==> src/rtl/clock_digit_draw_scheduler.sv <==
// Redraws changed HH:MM digits as seven-segment glyphs through the LT24 pixel-write port.
// Only dirty digits are redrawn, lowest index first, one pixel per accepted transfer.
module clock_digit_draw_scheduler #(
  parameter int          X_ORIGIN  = 20,
  parameter int          Y_ORIGIN  = 128,
  parameter int          DIGIT_W   = 40,
  parameter int          DIGIT_H   = 64,
  parameter int          SEG_T     = 8,
  parameter int          DIGIT_GAP = 12,
  parameter logic [15:0] FG_COLOUR = 16'hFFFF,
  parameter logic [15:0] BG_COLOUR = 16'h0000
) (
  input  logic        clock,
  input  logic        reset,
  input  logic        resetApp,
  input  logic [3:0]  valueHr1,
  input  logic [3:0]  valueHr0,
  input  logic [3:0]  valueMin1,
  input  logic [3:0]  valueMin0,
  input  logic        pixelReady,
  output logic [7:0]  xAddr,
  output logic [8:0]  yAddr,
  output logic [15:0] pixelData,
  output logic        pixelWrite,
  output logic        busy,
  output logic        frameDone
);

  localparam int LXW   = $clog2(DIGIT_W);
  localparam int LYW   = $clog2(DIGIT_H);
  localparam int H2    = DIGIT_H / 2;
  localparam int PITCH = DIGIT_W + DIGIT_GAP;
  localparam logic [LXW-1:0] LX_ONE  = LXW'(1);
  localparam logic [LXW-1:0] LX_LAST = LXW'(DIGIT_W - 1);
  localparam logic [LYW-1:0] LY_ONE  = LYW'(1);
  localparam logic [LYW-1:0] LY_LAST = LYW'(DIGIT_H - 1);

  localparam logic [1:0] S_WAIT_INIT = 2'd0;
  localparam logic [1:0] S_IDLE      = 2'd1;
  localparam logic [1:0] S_LOAD      = 2'd2;
  localparam logic [1:0] S_DRAW      = 2'd3;

  logic [1:0]     state_q, state_d;
  logic [3:0]     value [4];
  logic [3:0]     shadow_q [4];
  logic [3:0]     shadow_d [4];
  logic [3:0]     dirty_q, dirty_d;
  logic [3:0]     drawVal_q, drawVal_d;
  logic [1:0]     digit_q, digit_d;
  logic [LXW-1:0] lx_q, lx_d;
  logic [LYW-1:0] ly_q, ly_d;
  logic [7:0]     xAddr_q, xAddr_d;
  logic [8:0]     yAddr_q, yAddr_d;
  logic [15:0]    pixelData_q, pixelData_d;
  logic           pixelWrite_q, pixelWrite_d;
  logic           frameDone_q, frameDone_d;

  logic [1:0]     loadDigit;
  logic           capture;
  logic [3:0]     pixVal;
  logic [1:0]     pixDigit;
  logic [LXW-1:0] pixX;
  logic [LYW-1:0] pixY;

  assign value[0] = valueHr1;
  assign value[1] = valueHr0;
  assign value[2] = valueMin1;
  assign value[3] = valueMin0;

  // Segment order {a,b,c,d,e,f,g}; codes above 9 stay blank.
  function automatic logic [15:0] glyphPixel(input logic [3:0] val, input int x, input int y);
    logic [6:0] seg;
    logic       lit;
    case (val)
      4'd0:    seg = 7'b1111110;
      4'd1:    seg = 7'b0110000;
      4'd2:    seg = 7'b1101101;
      4'd3:    seg = 7'b1111001;
      4'd4:    seg = 7'b0110011;
      4'd5:    seg = 7'b1011011;
      4'd6:    seg = 7'b1011111;
      4'd7:    seg = 7'b1110000;
      4'd8:    seg = 7'b1111111;
      4'd9:    seg = 7'b1111011;
      default: seg = 7'b0000000;
    endcase
    lit = (seg[6] && y < SEG_T)
       || (seg[5] && x >= DIGIT_W - SEG_T && y < H2)
       || (seg[4] && x >= DIGIT_W - SEG_T && y >= H2)
       || (seg[3] && y >= DIGIT_H - SEG_T)
       || (seg[2] && x < SEG_T && y >= H2)
       || (seg[1] && x < SEG_T && y < H2)
       || (seg[0] && y >= H2 - SEG_T / 2 && y < H2 + SEG_T / 2);
    return lit ? FG_COLOUR : BG_COLOUR;
  endfunction

  always_comb begin
    loadDigit = 2'd0;
    casez (dirty_q)
      4'b???1: loadDigit = 2'd0;
      4'b??10: loadDigit = 2'd1;
      4'b?100: loadDigit = 2'd2;
      4'b1000: loadDigit = 2'd3;
      default: loadDigit = 2'd0;
    endcase
  end

  always_comb begin
    state_d      = state_q;
    shadow_d     = shadow_q;
    dirty_d      = dirty_q;
    drawVal_d    = drawVal_q;
    digit_d      = digit_q;
    lx_d         = lx_q;
    ly_d         = ly_q;
    pixelWrite_d = pixelWrite_q;
    frameDone_d  = 1'b0;
    capture      = 1'b0;
    pixVal       = drawVal_q;
    pixDigit     = digit_q;
    pixX         = lx_q;
    pixY         = ly_q;

    if (state_q == S_WAIT_INIT) begin
      if (!resetApp) begin
        shadow_d = value;
        dirty_d  = 4'b1111;
        state_d  = S_IDLE;
      end
    end else if (resetApp) begin
      pixelWrite_d = 1'b0;
      state_d      = S_WAIT_INIT;
    end else begin
      // Clear before set so a change arriving during LOAD keeps the digit dirty.
      if (state_q == S_LOAD) dirty_d[loadDigit] = 1'b0;
      for (int i = 0; i < 4; i++) begin
        if (value[i] != shadow_q[i]) begin
          shadow_d[i] = value[i];
          dirty_d[i]  = 1'b1;
        end
      end
      case (state_q)
        S_IDLE: if (dirty_q != 4'd0) state_d = S_LOAD;
        S_LOAD: begin
          digit_d      = loadDigit;
          drawVal_d    = shadow_q[loadDigit];
          lx_d         = '0;
          ly_d         = '0;
          pixVal       = shadow_q[loadDigit];
          pixDigit     = loadDigit;
          pixX         = '0;
          pixY         = '0;
          capture      = 1'b1;
          pixelWrite_d = 1'b1;
          state_d      = S_DRAW;
        end
        S_DRAW: if (pixelWrite_q && pixelReady) begin
          if (lx_q == LX_LAST && ly_q == LY_LAST) begin
            pixelWrite_d = 1'b0;
            frameDone_d  = (dirty_d == 4'd0);
            state_d      = S_IDLE;
          end else begin
            if (lx_q == LX_LAST) begin
              lx_d = '0;
              ly_d = ly_q + LY_ONE;
            end else begin
              lx_d = lx_q + LX_ONE;
            end
            pixX    = lx_d;
            pixY    = ly_d;
            capture = 1'b1;
          end
        end
        default: state_d = S_IDLE;
      endcase
    end
  end

  // Address and colour are registered together so they change only on a transfer.
  always_comb begin
    xAddr_d     = xAddr_q;
    yAddr_d     = yAddr_q;
    pixelData_d = pixelData_q;
    if (capture) begin
      xAddr_d     = 8'(X_ORIGIN + int'(pixDigit) * PITCH + int'(pixX));
      yAddr_d     = 9'(Y_ORIGIN + int'(pixY));
      pixelData_d = glyphPixel(pixVal, int'(pixX), int'(pixY));
    end
  end

  always_ff @(posedge clock or negedge reset) begin
    if (!reset) begin
      state_q      <= S_WAIT_INIT;
      for (int i = 0; i < 4; i++) shadow_q[i] <= 4'd0;
      dirty_q      <= 4'b1111;
      drawVal_q    <= 4'd0;
      digit_q      <= 2'd0;
      lx_q         <= '0;
      ly_q         <= '0;
      xAddr_q      <= 8'd0;
      yAddr_q      <= 9'd0;
      pixelData_q  <= 16'd0;
      pixelWrite_q <= 1'b0;
      frameDone_q  <= 1'b0;
    end else begin
      state_q      <= state_d;
      for (int i = 0; i < 4; i++) shadow_q[i] <= shadow_d[i];
      dirty_q      <= dirty_d;
      drawVal_q    <= drawVal_d;
      digit_q      <= digit_d;
      lx_q         <= lx_d;
      ly_q         <= ly_d;
      xAddr_q      <= xAddr_d;
      yAddr_q      <= yAddr_d;
      pixelData_q  <= pixelData_d;
      pixelWrite_q <= pixelWrite_d;
      frameDone_q  <= frameDone_d;
    end
  end

  assign xAddr      = xAddr_q;
  assign yAddr      = yAddr_q;
  assign pixelData  = pixelData_q;
  assign pixelWrite = pixelWrite_q;
  assign frameDone  = frameDone_q;
  assign busy       = (state_q == S_LOAD) || (state_q == S_DRAW);

endmodule

==> config.mk <==
export PLATFORM = sky130hd
export DESIGN_NAME = clock_digit_draw_scheduler
export DESIGN_NICKNAME = d
export VERILOG_FILES = /design/src/rtl/clock_digit_draw_scheduler.sv
export SDC_FILE = /design/constraint.sdc
export NUM_CORES = 1
export LEC_CHECK = 0
export BUFFER_PORTS_ARGS = -buffer_cell sky130_fd_sc_hd__buf_2
export CAP_MARGIN = 30
export CORE_ASPECT_RATIO = 0.75
export CORE_MARGIN = 8
export CORE_UTILIZATION = 57
export CTS_CLUSTER_DIAMETER = 50
export CTS_CLUSTER_SIZE = 20
export DETAILED_ROUTE_END_ITERATION = 12
export GPL_ROUTABILITY_DRIVEN = 0
export GPL_TIMING_DRIVEN = 0
export HOLD_SLACK_MARGIN = 0.1
export PLACE_DENSITY = 0.8
export SYNTH_ARGS = -nofsm -noshare
export SYNTH_HDL_FRONTEND = slang
export SYNTH_SLANG_ARGS = --single-unit
export TNS_END_PERCENT = 5
==> constraint.sdc <==
create_clock -name clock -period 5.21 [get_ports clock]
set_clock_uncertainty 0.15 [all_clocks]
set_input_delay 1.042 -clock clock [delete_from_list [all_inputs] [get_ports clock]]
set_output_delay 1.042 -clock clock [all_outputs]
set_load 0.02 [all_outputs]
==> impl_results.md <==
* Root Driver: clkbuf_8
* Max-cap viol count at 0
* CP required at 5.27 ns
* GR Overflow Total at 0
* N_diodes at 0
* NumNets Final at 491
* Leading post-synthesis cells by cell area: dfrtp_1 (36%), ha_1 (7.1%), mux2_2 (6.4%)
* Reg2reg setup slack at 0.81 ns
* RSZ-0062 raised after global routing: no
* FFs w/ async S/R, synth at 100.0%
* Sequential share of the synthesized area at 39.28%
* CTS tree: yes
* Chip Height at 85.84 microns
* Setup Buffers After CTS at 0
* Placed insts at 519
* LEAKAGE at 0.002064 uW
* Total Routing Usage GR at 20.04%
* Average cell area after synthesis at 9.680 sq um
* Final setup violation count at 0
* Mapped Area at 3707 sq um
* Min Tclk post-route at 4.403 ns
* First-pass GRT wire length at 14900 microns
* Core Rows at 25
* Tcrit/Tclk final at 84.50%
* Vias in the first global route at 3099
* Final HPWL DP at 6807 microns
* Max Transition Viols Final at 0
* Vias at 3037
* DIE WIDTH at 109.1 microns
* Detailed Routing Iterations Pass 1 at 4
* DR vias/cell at 5.677
* Hold/Removal Path Class: flip-flop to flip-flop
* TritonCTS Buffers at 9
* Reg2Reg Depth at 13
* Capturing point of the worst reg2reg path: xAddr[7]$_DFFE_PN0P_
* Worst Setup End Kind: flip-flop
* Achievable Freq at 227.1 MHz
* Hold Vio Cnt, Final at 0
* Layout cells sized above 1 at 27.97%
* Util after Layout at 68.66%
* Drt first-iter violations at 225
* Startpoint Class: flip-flop
* Worst-path fanout max at 10
* Synthesized instance count at 383
* Clock Sinks at 58
* Post-Layout Cell Count at 535
* Number of synthesized flops with an enable pin at 0
* Initial antenna violation count at 0
* Setup crit end: xAddr[7]$_DFFE_PN0P_
* Status: completed
* Critical Path AT at 4.46 ns
* Top Ports at 56
* R2r startpoint: state_q[0]$_DFFE_PN0P_
* Yosys reg bits at 58
* Port Buf Inserts at 53
* Ys flop type: dfrtp_1
* Post-CTS Hold Fix Bufs at 0
* Yosys Warn Count at 0
* Core area at 6287 sq um
* ANT nets after route at 0
* Crit path from: state_q[0]$_DFFE_PN0P_
* Critical path class: flip-flop to flip-flop
* Final worst slack at 0.8074 ns
* Clk pin slew, worst setup/hold paths at 0.07 ns
* Most frequent cells in the layout: buf_2 (54), dfrtp_1 (54), nand2_1 (42)
* Post-CTS sizing at 0
* Power Dens Cells at 391.9 nW/um^2
* Netlist cell types at 63
* DRC at 0
* Relative slew margins at 33.19%
* # H-tree levels at 3
* Post-synth top area share at 36.45%
* Clk_lat worst skew at 0.34 ns
* Final TNS setup at 0 ns
* Area leader, netlist: dfrtp_1
* Worst-Margin Slew at 0.9892 ns
* Place WS at 0.5402 ns
* Final wirelength at 8808 microns
* WL/cell at 16.46 microns
* Clock Path Buffers at 2
* Largest net degree at the start of global routing at 41
* Starting Density at 58.97%
* Die Area at 9367 sq um
* Synth-to-layout area growth at 16.44%
* # fillers at 506
* Peak VDD IR at 178.6 uV
worst max-delay path: stages (launching register included):
cell and delay, ns:
dfrtp_1 0.47, inv_1 0.11, ha_1 0.23, buf_2 0.20
nor3b_1 0.47, nand2_1 0.28, o41ai_1 0.75, ha_1 0.37
ha_1 0.22, fa_1 0.40, a21o_1 0.17, a21oi_1 0.16
xor2_1 0.18, o21ai_0 0.10
kinds of logic (layout without fill, tap and decap cells):
logic type	count (synthesis)	in the layout	synth area share (%)
buffers and inverters	55	125	7.830
flip-flops	58	58	39.28
other	1	2	0.1012
multiplexers	28	28	8.404
adder cells (fa/ha/maj)	22	22	7.627
AO/OA/AOI/OAI	78	78	15.39
XOR/XNOR	20	20	4.725
AND/OR/NAND/NOR	121	121	16.64
routing by layer:
layer / track usage [%] / up-vias / part of all wire (%)
met3: 5.693 / 11 / 6.4
li1: - / 1470 / -
met4: 4.709 / 0 / 0.93
met1: 27.44 / 1476 / 48
met5: 0 / - / 0
met2: 30.35 / 80 / 45
worst min-delay path by stage:
stage / from / end / slack [ns] / cells past startpoint
2_1_floorplan: digit_q[0]$_DFF_PN0_ / digit_q[0]$_DFF_PN0_ / 0.32 / 2
3_3_place_gp: yAddr[7]$_DFFE_PN0P_ / yAddr[7]$_DFFE_PN0P_ / 0.30 / 1
3_5_place_dp: xAddr[3]$_DFFE_PN0P_ / xAddr[3]$_DFFE_PN0P_ / 0.30 / 2
4_1_cts: xAddr[3]$_DFFE_PN0P_ / xAddr[3]$_DFFE_PN0P_ / 0.32 / 2
5_1_grt: yAddr[7]$_DFFE_PN0P_ / yAddr[7]$_DFFE_PN0P_ / 0.34 / 1
6_report: yAddr[7]$_DFFE_PN0P_ / yAddr[7]$_DFFE_PN0P_ / 0.31 / 1
flip-flops by register name (all words and copies together), names as in the netlist, 4 cells and up:
register and flops:
shadow_q 16, ly_q 6, drawVal_q 4, dirty_q 4
xAddr 8, yAddr 7, lx_q 6
Yosys cell counts, drive strengths merged (3+ instances only):
cell type	n
a32oi	3
nor2	28
dfstp	4
ha	21
xnor2	6
nor3	6
nand4	3
o31ai	3
and2	3
xor2	14
nor4	8
mux2	22
dfrtp	54
clkbuf	10
a22oi	3
nand2	42
a21oi	18
a22o	5
a21o	6
buf	21
nand3	10
mux2i	6
inv	24
and3	3
o21ai	18
cell type report:
class | instances | area [sq um] | area share (%)
timing repair buffer | 54 | 285.3 | 6.609
tap | 81 | 101.3 | 2.348
clock inverter | 5 | 77.57 | 1.797
clock buffer | 11 | 141.4 | 3.275
multi-input combinational | 271 | 1964 | 45.51
buffer | 31 | 200.2 | 4.638
inverter | 24 | 90.09 | 2.087
sequential | 58 | 1456 | 33.74
through the flow:
stage,power (uW),area (sq um),hold WS [ns]
final,1692,4317,0.3130
after floorplan,1045,3711,0.3201
after CTS,1700,4317,0.3178
after global placement,1201,4078,0.2985
after global routing,1794,4317,0.3376
after detailed placement,1232,4098,0.3025
report_power, final:
part / internal (uW) / switching [uW] / total [uW]
registers: 522 / 61.4 / 583
clock network: 281 / 185 / 466
logic: 256 / 387 / 643
(Power assumes the default switching activity.)
